--- src/rtl/bbox_collector.sv ---
// Per-frame bounding-box accumulator for the connected-components label stream; drains the table at vsync.
// Optional build macro BBOX_FILTER_EN suppresses records with fewer than MIN_PIXELS pixels.
module bbox_collector #(
  parameter int unsigned LABEL_WIDTH = 8,
  parameter int unsigned COORD_WIDTH = 10,
  parameter int unsigned NUM_LABELS  = 16,
  parameter int unsigned CNT_WIDTH   = 16,
  parameter int unsigned MIN_PIXELS  = 4
) (
  input  logic                   clk,
  input  logic                   reset_n,
  input  logic                   en,
  input  logic                   hsync,
  input  logic                   vsync,
  input  logic [LABEL_WIDTH-1:0] label,
  output logic                   out_valid,
  input  logic                   out_ready,
  output logic [LABEL_WIDTH-1:0] out_label,
  output logic [COORD_WIDTH-1:0] out_x_min,
  output logic [COORD_WIDTH-1:0] out_x_max,
  output logic [COORD_WIDTH-1:0] out_y_min,
  output logic [COORD_WIDTH-1:0] out_y_max,
  output logic [CNT_WIDTH-1:0]   out_count,
  output logic                   busy,
  output logic                   frame_done,
  output logic                   overflow
);

  localparam int unsigned IDX_W    = (NUM_LABELS > 2) ? $clog2(NUM_LABELS) : 1;
  localparam int unsigned LAST_IDX = NUM_LABELS - 1;
`ifdef BBOX_FILTER_EN
  localparam bit FILTER_ON = 1'b1;
`else
  localparam bit FILTER_ON = 1'b0;
`endif
  // Smallest count that is emitted; 1 means every live entry.
  localparam int unsigned MIN_EMIT = (FILTER_ON && MIN_PIXELS > 1) ? MIN_PIXELS : 1;

  typedef struct packed {
    logic [COORD_WIDTH-1:0] x_min;
    logic [COORD_WIDTH-1:0] x_max;
    logic [COORD_WIDTH-1:0] y_min;
    logic [COORD_WIDTH-1:0] y_max;
    logic [CNT_WIDTH-1:0]   count;
  } entry_t;

  typedef enum logic {ACCUM, DUMP} state_t;

  state_t                 state_q, state_d;
  entry_t                 tbl_q [NUM_LABELS];
  logic [COORD_WIDTH-1:0] x_q, y_q;
  logic [IDX_W-1:0]       scan_q;
  logic [IDX_W-1:0]       lidx_c;
  entry_t                 cur_c, acc_c;
  logic                   pixel_c, frame_end_c, label_ok_c, label_bad_c;
  logic                   keep_c, last_c, scan_adv_c, load_c, done_c;

  assign pixel_c     = en && !hsync && !vsync;
  assign frame_end_c = en && !hsync && vsync;
  assign label_ok_c  = (label != '0) && (32'(label) < NUM_LABELS);
  assign label_bad_c = 32'(label) >= NUM_LABELS;
  assign lidx_c      = IDX_W'(label);
  assign cur_c       = tbl_q[scan_q];
  assign keep_c      = 32'(cur_c.count) >= MIN_EMIT;
  assign last_c      = scan_q == IDX_W'(LAST_IDX);
  assign busy        = state_q == DUMP;

  // Read-modify-write of the addressed entry; empty entries are seeded from the pixel.
  always_comb begin
    acc_c = tbl_q[lidx_c];
    if (acc_c.count == '0) begin
      acc_c.x_min = x_q;
      acc_c.x_max = x_q;
      acc_c.y_min = y_q;
      acc_c.y_max = y_q;
      acc_c.count = CNT_WIDTH'(1);
    end else begin
      if (x_q < acc_c.x_min) acc_c.x_min = x_q;
      if (x_q > acc_c.x_max) acc_c.x_max = x_q;
      if (y_q < acc_c.y_min) acc_c.y_min = y_q;
      if (y_q > acc_c.y_max) acc_c.y_max = y_q;
      if (acc_c.count != '1) acc_c.count = acc_c.count + CNT_WIDTH'(1);
    end
  end

  always_ff @(posedge clk) begin
    if (!reset_n) state_q <= ACCUM;
    else          state_q <= state_d;
  end

  // Scan control: a held record advances on handshake, empty or filtered entries advance at once.
  always_comb begin
    state_d    = state_q;
    scan_adv_c = 1'b0;
    load_c     = 1'b0;
    done_c     = 1'b0;
    case (state_q)
      ACCUM: if (frame_end_c) state_d = DUMP;
      DUMP: begin
        if (out_valid)                         scan_adv_c = out_ready;
        else if (cur_c.count == '0 || !keep_c) scan_adv_c = 1'b1;
        else                                   load_c     = 1'b1;
        if (scan_adv_c && last_c) begin
          done_c  = 1'b1;
          state_d = ACCUM;
        end
      end
      default: state_d = ACCUM;
    endcase
  end

  always_ff @(posedge clk) begin
    if (!reset_n) begin
      x_q        <= '0;
      y_q        <= '0;
      scan_q     <= '0;
      out_valid  <= 1'b0;
      out_label  <= '0;
      out_x_min  <= '0;
      out_x_max  <= '0;
      out_y_min  <= '0;
      out_y_max  <= '0;
      out_count  <= '0;
      frame_done <= 1'b0;
      overflow   <= 1'b0;
      for (int i = 0; i < NUM_LABELS; i++) tbl_q[i] <= '0;
    end else begin
      frame_done <= done_c;
      if (en) begin
        if (hsync) begin
          x_q <= '0;
          y_q <= y_q + COORD_WIDTH'(1);
        end else if (vsync) begin
          x_q <= '0;
          y_q <= '0;
        end else begin
          x_q <= x_q + COORD_WIDTH'(1);
        end
      end
      if (state_q == ACCUM && pixel_c && label_ok_c) tbl_q[lidx_c] <= acc_c;
      if (state_q == ACCUM && frame_end_c) scan_q <= IDX_W'(1);
      if (scan_adv_c) begin
        tbl_q[scan_q] <= '0;
        scan_q        <= scan_q + IDX_W'(1);
      end
      if (load_c) begin
        out_valid <= 1'b1;
        out_label <= LABEL_WIDTH'(scan_q);
        out_x_min <= cur_c.x_min;
        out_x_max <= cur_c.x_max;
        out_y_min <= cur_c.y_min;
        out_y_max <= cur_c.y_max;
        out_count <= cur_c.count;
      end else if (out_valid && out_ready) begin
        out_valid <= 1'b0;
      end
      // Sticky until the dump that reports it finishes.
      if (done_c)
        overflow <= 1'b0;
      else if (pixel_c && (state_q == DUMP || label_bad_c))
        overflow <= 1'b1;
    end
  end

endmodule

--- config.mk ---
export PLATFORM = sky130hd
export DESIGN_NAME = bbox_collector
export DESIGN_NICKNAME = d
export VERILOG_FILES = /design/src/rtl/bbox_collector.sv
export SDC_FILE = /design/constraint.sdc
export NUM_CORES = 2
export LEC_CHECK = 0
export ABC_AREA = 1
export BUFFER_PORTS_ARGS = -buffer_cell sky130_fd_sc_hd__buf_2
export CAP_MARGIN = 30
export CELL_PAD_IN_SITES_DETAIL_PLACEMENT = 1
export CELL_PAD_IN_SITES_GLOBAL_PLACEMENT = 1
export CORE_MARGIN = 4
export CORE_UTILIZATION = 45
export CTS_BUF_LIST = sky130_fd_sc_hd__clkbuf_16
export DETAILED_ROUTE_END_ITERATION = 7
export PLACE_DENSITY_LB_ADDON = 0.1
export SYNTH_ARGS = -nofsm -noshare
export SYNTH_HDL_FRONTEND = slang
export SYNTH_SLANG_ARGS = --single-unit
--- constraint.sdc ---
create_clock -name clk -period 6.8 [get_ports clk]
set_input_delay 1.02 -clock clk [delete_from_list [all_inputs] [get_ports clk]]
set_output_delay 1.02 -clock clk [all_outputs]
set_load 0.005 [all_outputs]
==> run summary <==
Post-CTS sizing: 0
TNS Setup: 0 ps
Vias post-DR: 51100
Placed Instance Area: 58200 um^2
WS Path Type: flop to flop
Register area: 28800 um^2
Nets: 6092
Critical Path Fanout Max: 76
Die height: 364 um
Drt initial violations: 5867
Area occupied by multi-input gates: 23500 um^2
Clk slew on worst S/H paths: 60 ps
Psw: 4.26 mW
Share of layout cells above drive strength 1: 14.0%
Mean cell area of the mapped netlist: 9.09 um^2
Final cell utilization of the core: 49.2%
Metal3 WL: 20300 um
DR vias/cell: 6.56
Die Footprint: 132000 um^2
Starting density of the core: 45.3%
Final Max Slew Viols: 0
Hold Crit Class: flop to flop
Clock Tree Buf Depth: 3
Leading cell type in the layout, fill and taps excluded: o21ai_0
Register area share after synthesis: 50.5%
P&R area growth vs syn: 8.45%
Met2 routed WL: 110000 um
Setup Buffers After CTS: 0
CP Capture Type: flop
Min Tclk post-route: 6250 ps
Rel. slew slack: 31.2%
Sw Ratio: 28.7%
Post-synth cell types: 48
Overall Global Routing Usage: 35.4%
Flop pwr share: 46.9%
Antenna-violating nets left: 0
Post-route DRC: 0
Sink Count: 988
Pint: 10.6 mW
CTS Root Cell: clkbuf_16
Chip width: 364 um
Final Cell Area: 61700 um^2
GRT overflow: 0
Power Density: 240 nW/um^2
Cell Rows: 130
Commonest non-fill, non-tap cells in the layout: o21ai_0, edfxtp_1, nand2_1
CTS buffer count: 115
GP Congestion: 0.892
CTS H-tree depth: 3
Worst path required time: 7240 ps
Yosys warnings: 0
FF+latch count, synth: 988
Worst slew pin tran: 1030 ps
Max_cap viols: 0
# hold bufs at CTS: 0
Synthesized area: 56900 um^2
M1 WL: 96900 um
Setup Viol. Count Final: 0
Peak supply drop: 214 uV
Unrepaired setup endpoints after global routing: false
Port Buffer Count: 77
Setup ws final: 546 ps
Post-DP HPWL: 133000 um
Worst slack, placed: 800 ps
Total power: 14.8 mW
Core area: 126000 um^2
CP Data Arrival Time: 6700 ps
Top Ports: 82
Crit path launch type: flop
Combinational share of power: 12.9%
Fmax: 0.160 GHz
Largest net degree at the start of global routing: 165
Setup Skew: 32.2 ps
Filler cell count: 14300
Worst-Skew Late Latency: 760 ps
Syn Inst Count: 6265
P_leak: 21.3 nW
Drt total wl: 238000 um
Clock power share: 40.2%
DR pass1 iterations: 6
Number of global-route vias before repair: 51000
R2R Setup Slk: 550 ps
Count of final hold-check violations: 0
Outcome: completed
CTS tree: yes
DR top layer: met4
WL/cell: 30.6 um
Fin crit share: 92.0%
First-pass GRT wire length: 348000 um
Initial antenna violation count: 1
## layer usage
metal,GRT usage (%),vias up
met5,0,-
met4,15.0,0
met3,5.14,598
met2,57.5,2594
met1,47.6,25900
li1,-,21900
## path summary, 6_finish.rpt
check                                                   end             startpoint  cells past startpoint
worst min register to register        overflow$_SDFFE_PP0P_  overflow$_SDFFE_PP0P_                      2
worst min-delay path                  overflow$_SDFFE_PP0P_  overflow$_SDFFE_PP0P_                      2
worst max register to register  tbl_q[12][46]$_SDFFCE_PN0P_                   flop                     19
worst max-delay path            tbl_q[12][46]$_SDFFCE_PN0P_                   flop                     19
## final cells by class
cell class              instances  area share (%)
well taps                    1650            3.34
multi-input cells            4204            38.1
clock inverters               102           0.969
flip-flops and latches        988            46.6
diodes                          2         0.00811
inverters                     491            3.03
clock buffers                 117            4.74
repair buffers                235            3.17
## worst max-delay path: stages (launching register included)
cell	delay, ps
dfxtp_4	750
inv_6	390
buf_4	430
nand3_1	130
nand3_1	100
nand3_1	180
nand2_1	90
nor2_1	100
nand2_1	130
nor2_1	210
nand2_1	130
nand2_1	90
buf_4	190
nand3_4	460
nand2_1	230
nand2_2	220
nand2_8	160
buf_4	790
buf_4	730
nor3_1	160
## power by group through the flow
stage | clock [mW] | combinational (mW) | sequential [mW]
final | 5.96 | 1.91 | 6.95
after global routing | 6.26 | 2.03 | 6.97
after CTS | 6.02 | 1.87 | 6.95
after detailed placement | 0 | 1.86 | 7.07
after global placement | 0 | 1.82 | 7.06
after floorplan | 0 | 1.16 | 7.05
## state kept, by name (all words and copies together) (netlist names), named ones only
register / cells
x_q: 10
out_x_min: 10
out_count: 16
scan_q: 4
overflow: 1
out_x_max: 10
frame_done: 1
out_y_min: 10
tbl_q: 896
y_q: 10
out_y_max: 10
busy: 1
out_valid: 1
out_label: 4
## cells in the mapped netlist, drive strengths merged
master     n  area (um^2)
a211oi     7         52.6
a21boi     1         7.51
a21oi    415         2080
a221oi     5         43.8
a22o       9         78.8
a22oi     12         90.1
a311oi     2         17.5
a31o       1         8.76
a31oi     63          394
buf      363         2290
clkbuf   278         1040
conb       1         3.75
dfxtp     92         1840
edfxtp   896        26900
ha        43          538
inv      491         1840
nand2    573         2190
nand3    426         2280
nand4     25          156
nor2     378         1440
nor3     856         6110
nor4       3         18.8
o2111ai    7         61.3
o211ai   185         1390
o21ai    996         5010
o221a      1         11.3
o221ai    55          482
o22ai     26          163
o31ai      2         15.0
o32ai      1         8.76
or2       44          275
xor2       8         70.1
## stage by stage
step,cells,hold WS [ps]
floorplan,6324,463
global placement,7564,475
detailed placement,7568,483
CTS,7787,498
global route,7787,539
finish,7789,487
## kinds of logic (layout without fill, tap and decap cells)
kind of cell / after synthesis / count (layout) / synth area share, %
adder cells (fa/ha/maj): 43 / 43 / 0.945
XOR/XNOR: 8 / 8 / 0.123
AO/OA/AOI/OAI: 1788 / 1788 / 17.4
other: 1 / 62 / 0.00659
buffers and inverters: 1132 / 945 / 9.10
AND/OR/NAND/NOR: 2305 / 2305 / 21.9
flip-flops: 988 / 988 / 50.5
Power figures use the tool's default switching activity.
